File: config.mk
export PLATFORM = sky130hd
export DESIGN_NAME = rf_wb_ctrl_flat
export DESIGN_NICKNAME = d
export VERILOG_FILES = /design/src/rtl/rf_wb_ctrl_pkg.sv /design/src/rtl/rf_wb_ctrl_if.sv /design/src/rtl/rf_wb_ctrl_rr_arb2.sv /design/src/rtl/rf_wb_ctrl.sv /design/src/flat_wrapper.sv
export SDC_FILE = /design/constraint.sdc
export NUM_CORES = 1
export LEC_CHECK = 0
export ABC_AREA = 1
export CORE_ASPECT_RATIO = 1.1
export CORE_UTILIZATION = 44
export DETAILED_ROUTE_END_ITERATION = 8
export PLACE_DENSITY = 0.82
export SLEW_MARGIN = 10
export SYNTH_ARGS = -nofsm -noshare
export SYNTH_HDL_FRONTEND = slang
export SYNTH_SLANG_ARGS = --single-unit
File: constraint.sdc
create_clock -name cpu_clk -period 3.75 [get_ports cpu_clk]
set_clock_uncertainty 0.2 [all_clocks]
set_input_delay 0.9375 -clock cpu_clk [delete_from_list [all_inputs] [get_ports cpu_clk]]
set_output_delay 0.9375 -clock cpu_clk [all_outputs]
set_load 0.03 [all_outputs]
File: src/rtl/rf_wb_ctrl_pkg.sv
// Shared CPU definitions for the register-file write-port controller:
// register index width, the zero register and write-source encodings.
package rf_wb_ctrl_pkg;

  localparam int REG_W = 5;

  typedef logic [REG_W-1:0] reg_idx_t;
  typedef logic [31:0]      word_t;

  localparam reg_idx_t REG_ZERO = '0;

  typedef enum logic [1:0] {
    SRC_NONE = 2'd0,
    SRC_WB   = 2'd1,
    SRC_MD   = 2'd2,
    SRC_LD   = 2'd3
  } src_e;

  function automatic logic is_zero(input reg_idx_t r);
    return r == REG_ZERO;
  endfunction

endpackage

File: src/rtl/rf_wb_ctrl_if.sv
// Bundle of writeback, MDU, load-return, scoreboard, decode and RF write-port
// signals around rf_wb_ctrl. The controller uses the slave side.
interface rf_wb_ctrl_if;
  import rf_wb_ctrl_pkg::*;

  logic     wb_we;
  reg_idx_t wb_dst;
  word_t    wb_data;

  logic     md_valid;
  logic     md_ready;
  reg_idx_t md_dst;
  word_t    md_data;

  logic     ld_valid;
  logic     ld_ready;
  reg_idx_t ld_dst;
  word_t    ld_data;

  logic     sb_set;
  reg_idx_t sb_dst;

  reg_idx_t id_rs;
  reg_idx_t id_rt;
  reg_idx_t id_wdst;
  logic     id_wen;
  logic     id_stall;

  logic     rf_we;
  reg_idx_t rf_wR;
  word_t    rf_wD;

  logic     sb_err;

  modport slave (
    input  wb_we, wb_dst, wb_data,
    input  md_valid, md_dst, md_data,
    output md_ready,
    input  ld_valid, ld_dst, ld_data,
    output ld_ready,
    input  sb_set, sb_dst,
    input  id_rs, id_rt, id_wdst, id_wen,
    output id_stall,
    output rf_we, rf_wR, rf_wD,
    output sb_err
  );

  modport master (
    output wb_we, wb_dst, wb_data,
    output md_valid, md_dst, md_data,
    input  md_ready,
    output ld_valid, ld_dst, ld_data,
    input  ld_ready,
    output sb_set, sb_dst,
    output id_rs, id_rt, id_wdst, id_wen,
    input  id_stall,
    input  rf_we, rf_wR, rf_wD,
    input  sb_err
  );

endinterface

File: src/rtl/rf_wb_ctrl_rr_arb2.sv
// Two-way round-robin arbiter. Requests are valids, so any grant is a completed
// handshake and advances the last-served pointer.
module rr_arb2 (
  input  logic       clk,
  input  logic       rst_n,
  input  logic       hold,
  input  logic [1:0] req,
  output logic [1:0] gnt
);

  logic last_reg;
  logic last_next;

  // last_reg=1 means side 1 was served last, so side 0 wins the first tie.
  always_ff @(posedge clk) begin
    if (!rst_n) begin
      last_reg <= 1'b1;
    end else begin
      last_reg <= last_next;
    end
  end

  always_comb begin
    gnt = 2'b00;
    if (!hold) begin
      case (req)
        2'b01:   gnt = 2'b01;
        2'b10:   gnt = 2'b10;
        2'b11:   gnt = last_reg ? 2'b01 : 2'b10;
        default: gnt = 2'b00;
      endcase
    end
  end

  always_comb begin
    last_next = last_reg;
    if (gnt != 2'b00) begin
      last_next = gnt[1];
    end
  end

endmodule

File: src/rtl/rf_wb_ctrl.sv
// Register-file write-port controller: shares the RF write port between
// pipeline writeback, MDU and load return, and scoreboards long-latency results.
module rf_wb_ctrl
  import rf_wb_ctrl_pkg::*;
#(
  parameter int MAX_OUT = 4
) (
  input logic            cpu_clk,
  input logic            cpu_rst_n,
  rf_wb_ctrl_if.slave    bus
);

  localparam int CW = $clog2(MAX_OUT + 1);
  localparam logic [CW-1:0] CNT_MAX = CW'(MAX_OUT);

  logic          run;
  logic [1:0]    gnt;
  logic          md_hs;
  logic          ld_hs;
  logic          hs_any;
  reg_idx_t      hs_dst;
  logic          hs_hit;
  logic          clr_ok;
  logic          set_ok;
  logic          stall;
  src_e          src;
  reg_idx_t      w_dst;
  word_t         w_data;

  logic [31:0]   busy_reg;
  logic [31:0]   busy_next;
  logic [CW-1:0] cnt_reg;
  logic [CW-1:0] cnt_next;
  logic          err_reg;
  logic          err_next;

  assign run = cpu_rst_n;

  // Writeback owns the port outright; the arbiter only sees cycles it leaves free.
  rr_arb2 u_arb (
    .clk   (cpu_clk),
    .rst_n (cpu_rst_n),
    .hold  (~run | bus.wb_we),
    .req   ({bus.ld_valid, bus.md_valid}),
    .gnt   (gnt)
  );

  assign md_hs        = gnt[0];
  assign ld_hs        = gnt[1];
  assign bus.md_ready = md_hs;
  assign bus.ld_ready = ld_hs;

  always_comb begin
    src = SRC_NONE;
    if (run && bus.wb_we) begin
      src = SRC_WB;
    end else if (md_hs) begin
      src = SRC_MD;
    end else if (ld_hs) begin
      src = SRC_LD;
    end
  end

  always_comb begin
    w_dst  = REG_ZERO;
    w_data = '0;
    case (src)
      SRC_WB: begin w_dst = bus.wb_dst; w_data = bus.wb_data; end
      SRC_MD: begin w_dst = bus.md_dst; w_data = bus.md_data; end
      SRC_LD: begin w_dst = bus.ld_dst; w_data = bus.ld_data; end
      default: begin w_dst = REG_ZERO; w_data = '0; end
    endcase
  end

  assign bus.rf_we = (src != SRC_NONE) && !is_zero(w_dst);
  assign bus.rf_wR = w_dst;
  assign bus.rf_wD = w_data;

  assign hs_any = md_hs | ld_hs;
  assign hs_dst = md_hs ? bus.md_dst : bus.ld_dst;
  assign hs_hit = busy_reg[hs_dst];
  assign clr_ok = hs_any & hs_hit;

  // Hazard checks look only at registered busy: no same-cycle bypass of a clear.
  assign stall = run & (busy_reg[bus.id_rs]
                      | busy_reg[bus.id_rt]
                      | (bus.id_wen & busy_reg[bus.id_wdst])
                      | (bus.sb_set & (cnt_reg == CNT_MAX)));
  assign bus.id_stall = stall;

  assign set_ok = run & bus.sb_set & ~stall & !is_zero(bus.sb_dst);

  // Per-register update; a set to the same register as a clear wins.
  generate
    for (genvar gi = 0; gi < 32; gi++) begin : g_busy
      if (gi == 0) begin : g_zero
        assign busy_next[gi] = 1'b0;
      end else begin : g_reg
        assign busy_next[gi] = (set_ok && (bus.sb_dst == reg_idx_t'(gi))) ? 1'b1 :
                               (clr_ok && (hs_dst == reg_idx_t'(gi)))     ? 1'b0 :
                               busy_reg[gi];
      end
    end
  endgenerate

  always_comb begin
    cnt_next = cnt_reg;
    case ({set_ok, clr_ok})
      2'b10:   cnt_next = cnt_reg + CW'(1);
      2'b01:   cnt_next = cnt_reg - CW'(1);
      default: cnt_next = cnt_reg;
    endcase
  end

  assign err_next = err_reg
                  | (hs_any & ~hs_hit)
                  | (run & bus.wb_we & busy_reg[bus.wb_dst]);
  assign bus.sb_err = err_reg;

  always_ff @(posedge cpu_clk) begin
    if (!cpu_rst_n) begin
      busy_reg <= '0;
      cnt_reg  <= '0;
      err_reg  <= 1'b0;
    end else begin
      busy_reg <= busy_next;
      cnt_reg  <= cnt_next;
      err_reg  <= err_next;
    end
  end

endmodule

File: src/flat_wrapper.sv
// flat-port wrapper written by rule: the top's interface ports become plain ports
module rf_wb_ctrl_flat import rf_wb_ctrl_pkg::*;
#(
  parameter int MAX_OUT = 4
)
  (cpu_clk, cpu_rst_n, bus_wb_we, bus_wb_dst, bus_wb_data, bus_md_valid, bus_md_dst, bus_md_data, bus_md_ready, bus_ld_valid, bus_ld_dst, bus_ld_data, bus_ld_ready, bus_sb_set, bus_sb_dst, bus_id_rs, bus_id_rt, bus_id_wdst, bus_id_wen, bus_id_stall, bus_rf_we, bus_rf_wR, bus_rf_wD, bus_sb_err);
  rf_wb_ctrl_if bus_i ();
  input logic cpu_clk;
  input logic cpu_rst_n;
  input wire logic [$bits(bus_i.wb_we)-1:0] bus_wb_we;
  input wire logic [$bits(bus_i.wb_dst)-1:0] bus_wb_dst;
  input wire logic [$bits(bus_i.wb_data)-1:0] bus_wb_data;
  input wire logic [$bits(bus_i.md_valid)-1:0] bus_md_valid;
  input wire logic [$bits(bus_i.md_dst)-1:0] bus_md_dst;
  input wire logic [$bits(bus_i.md_data)-1:0] bus_md_data;
  output wire logic [$bits(bus_i.md_ready)-1:0] bus_md_ready;
  input wire logic [$bits(bus_i.ld_valid)-1:0] bus_ld_valid;
  input wire logic [$bits(bus_i.ld_dst)-1:0] bus_ld_dst;
  input wire logic [$bits(bus_i.ld_data)-1:0] bus_ld_data;
  output wire logic [$bits(bus_i.ld_ready)-1:0] bus_ld_ready;
  input wire logic [$bits(bus_i.sb_set)-1:0] bus_sb_set;
  input wire logic [$bits(bus_i.sb_dst)-1:0] bus_sb_dst;
  input wire logic [$bits(bus_i.id_rs)-1:0] bus_id_rs;
  input wire logic [$bits(bus_i.id_rt)-1:0] bus_id_rt;
  input wire logic [$bits(bus_i.id_wdst)-1:0] bus_id_wdst;
  input wire logic [$bits(bus_i.id_wen)-1:0] bus_id_wen;
  output wire logic [$bits(bus_i.id_stall)-1:0] bus_id_stall;
  output wire logic [$bits(bus_i.rf_we)-1:0] bus_rf_we;
  output wire logic [$bits(bus_i.rf_wR)-1:0] bus_rf_wR;
  output wire logic [$bits(bus_i.rf_wD)-1:0] bus_rf_wD;
  output wire logic [$bits(bus_i.sb_err)-1:0] bus_sb_err;
  assign bus_i.wb_we = bus_wb_we;
  assign bus_i.wb_dst = bus_wb_dst;
  assign bus_i.wb_data = bus_wb_data;
  assign bus_i.md_valid = bus_md_valid;
  assign bus_i.md_dst = bus_md_dst;
  assign bus_i.md_data = bus_md_data;
  assign bus_md_ready = bus_i.md_ready;
  assign bus_i.ld_valid = bus_ld_valid;
  assign bus_i.ld_dst = bus_ld_dst;
  assign bus_i.ld_data = bus_ld_data;
  assign bus_ld_ready = bus_i.ld_ready;
  assign bus_i.sb_set = bus_sb_set;
  assign bus_i.sb_dst = bus_sb_dst;
  assign bus_i.id_rs = bus_id_rs;
  assign bus_i.id_rt = bus_id_rt;
  assign bus_i.id_wdst = bus_id_wdst;
  assign bus_i.id_wen = bus_id_wen;
  assign bus_id_stall = bus_i.id_stall;
  assign bus_rf_we = bus_i.rf_we;
  assign bus_rf_wR = bus_i.rf_wR;
  assign bus_rf_wD = bus_i.rf_wD;
  assign bus_sb_err = bus_i.sb_err;
  rf_wb_ctrl #(.MAX_OUT(MAX_OUT)) u_core (.cpu_clk(cpu_clk), .cpu_rst_n(cpu_rst_n), .bus(bus_i));
endmodule
==> out/qor.txt <==
status: finished, final reports clean
CP Max Fanout: 5
gr usage total: 0.353
initial antenna violation count: 2
DRT iter0 DRCs: 512
vias in the first global route: 5397
clock group share of total power: 0.205
top-count cell post-synth: nand2_1
Nets: 1154
max cap viols: 0
synthesized flop and latch total: 36
largest area contributor in the netlist: nand2_1
Sw Share: 0.390
main flop type after synthesis: dfxtp_1
Die Y: 106 µm
Tmin final: 3610 ps
relative max-transition margin: 0.710
drt wl/cell: 16.2 µm
post-synthesis instance area: 0.00432 mm²
DRT Pass-1 Iters: 5
first-pass GRT wire length: 27600 µm
worst hold slack: 261 ps
grt total ovfl: 0
YS warnings: 0
Final setup viols: 0
Top Family by Delay on Critical Path: simple AND/OR/NAND/NOR gates
CTS tree: built
Critical Path Sink Type: output port
post-synthesis sequential area ratio: 0.167
largest net degree at the start of global routing: 36
CTS Sinks: 36
Pwr Density: 206 mW/mm²
Synth Net Count: 962
RD Place Congestion: 0.995
Post-synth EDFFs: 0
Core Footprint: 0.00944 mm²
H-tree depth: 2
Top cell by count, worst path: nand2_1
IO Pins: 180
placed inst area: 0.00635 mm²
Synth Area per Inst: 5.25 µm²
most frequent cells after synthesis: nand2_1 (261), nand3_1 (149), a21oi_1 (90)
NetSw: 529 µW
filler instances: 896
critical path's slowest cell: nand3b_1
Worst setup SP type: primary input
worst slew pin tran: 435 ps
Vias/cell: 5.49
DIE WIDTH: 96.4 µm
fmax: 277 MHz
drt drc: 0
routed wire length: 18300 µm
clk root buf: clkbuf_8
CTS Buf Count: 5
clk slew on worst S/H paths: 70 ps
clk_lat worst skew: 300 ps
min-delay worst type: flip-flop to flip-flop
initial core utilization: 0.457
leakage: 0.00286 µW
count of hold-fix buffers inserted at cts: 0
asr flop ratio synth: 0
P&R area growth vs syn: 52.8%
cell area after layout: 0.00659 mm²
DIE AREA: 0.0102 mm²
Comb pwr share: 0.505
Yosys top cell area share: 0.227
via count: 6225
kind of critical path: primary input to output port
Final Max Tran Viols: 0
# rows: 37
max incr delay on CP: 290 ps
share of cells above drive strength 1: 0.142
Distinct cells, synth: 32
CP Cell Sequence: dlygate4sd2_1 -> inv_1 -> a21oi_1 -> o21ai_0 -> nand3_1 -> nand2_1 -> nand2_1 -> nand3_1 -> nand2_1 -> nand3b_1 -> nand2_1 -> inv_1 -> buf_4
Syn Inst Count: 822
Cell Int Power: 829 µW
WP buf/inv: 4
synth top area cells: nand2_1 (23%), nand3_1 (17%), dfxtp_1 (17%), a21oi_1 (10%), o21ai_0 (6.7%)
maximum VDD drop: 253 µV
DP HPWL: 13800 µm
Sequential Power Share: 0.289
CP Data Required Time: 2610 ps
clk buf depth: 2
Hold Vio Cnt, Final: 0
Largest register FFs: 31
Crit path arrival time: 2470 ps
post-route ant nets: 0
Final Cycle Share: 0.963
Port Buffers: 179
worst reg2reg max path, cell delays in order, from the launching register on:
cell and delay [ps]:
dfxtp_1 520, inv_1 140, o21ai_0 250, nand3_1 110, nand2_1 100, nand2_1 50
nand3_1 80, nand3_2 90, nand3b_1 230, nor2_1 90, inv_1 70, ha_1 130
inv_1 60, fa_2 390, a21oi_2 170, o21ai_2 80, o21ai_1 130, a21oi_1 50
placed cells by master (no fill, tap or decap), types with 2 or more instances in the layout:
cell / instances
nand2_1: 258
nand3_1: 148
clkdlybuf4s50_1: 125
a21oi_1: 85
buf_4: 79
inv_1: 64
nor2_1: 60
o21ai_0: 52
dfxtp_1: 36
o211ai_1: 10
inv_2: 9
o21ai_1: 9
buf_12: 7
dlymetal6s2s_1: 6
nand2_2: 5
a21oi_2: 5
clkbuf_8: 5
buf_6: 5
nor2_4: 4
clkinv_2: 4
nor2_2: 4
clkbuf_2: 4
nand4_1: 3
nand2_4: 3
o21ai_4: 3
dlygate4sd2_1: 3
o21a_1: 2
nand3b_1: 2
a31oi_1: 2
final timing paths:
kind / startpoint / end / slack [ps] / depth (start not counted)
worst max-delay path: bus_id_rs[1] / bus_id_stall / 140 / 13
worst min-delay path: u_core.cnt_reg[0] / u_core.cnt_reg[0] / 260 / 1
worst max register to register: u_core.busy_reg[28] / u_core.cnt_reg[2] / 720 / 17
worst min register to register: u_core.cnt_reg[0] / u_core.cnt_reg[0] / 260 / 1
layer usage:
layer  global-route usage  share of wire  wire, µm
met1                0.491           0.41      7440
met2                0.517           0.43      7860
met3               0.0938           0.13      2330
met4                0.126          0.036       651
met5                    0        0.00082        15
cells by family (layout without fill, tap and decap cells):
| logic type | Yosys count | after routing | synth area share |
|---|---|---|---|
| AO/OA/AOI/OAI | 172 | 172 | 0.217 |
| adder cells (fa/ha/maj) | 2 | 2 | 0.00754 |
| buffers and inverters | 122 | 315 | 0.120 |
| flip-flops | 36 | 36 | 0.167 |
| other | 0 | 1 | 0 |
| AND/OR/NAND/NOR | 490 | 490 | 0.488 |
through the flow:
| stage | setup TNS (ps) | cells | power [µW] | utilization | setup slack [ps] |
|---|---|---|---|---|---|
| CTS | -44.3 | 1131 | 1340 | 0.691 | -44.3 |
| global route | -16.9 | 1132 | 1430 | 0.698 | -16.9 |
| floorplan | 0 | 822 | 755 | - | 147 |
| detailed placement | -4070 | 1117 | 1050 | 0.672 | -467 |
| finish | 0 | 1133 | 1360 | 0.698 | 139 |
| global placement | -2900 | 1117 | 1050 | 0.672 | -433 |
power groups by stage:
stage          clock network (µW)  logic [µW]  registers [µW]
2_1_floorplan                   0         353             402
3_3_place_gp                    0         650             401
3_5_place_dp                    0         653             401
4_1_cts                       278         668             392
5_1_grt                       296         738             393
6_report                      279         686             393
layout make-up:
cell class / count / area, µm² / area share
Timing Repair inverter: 1 / 3.75 / 0.000569
Clock inverter: 3 / 18.8 / 0.00285
Multi-Input combinational cell: 664 / 3130 / 0.475
Timing Repair Buffer: 231 / 2210 / 0.336
Inverter: 75 / 284 / 0.0431
Clock buffer: 5 / 68.8 / 0.0104
Sequential cell: 36 / 721 / 0.109
Tap cell: 117 / 146 / 0.0222
Antenna cell: 1 / 2.50 / 0.000380
what timing repair did:
action / CTS / global route
pin swaps: 6 / 11
endpoints found under the setup margin: 36 / 4
setup buffers: 4 / 0
gates resized for setup: 21 / 33
gates cloned: 2 / 1
endpoints found under the hold margin: 0 / 0
Note: power is estimated with default switching activity, not from simulation.
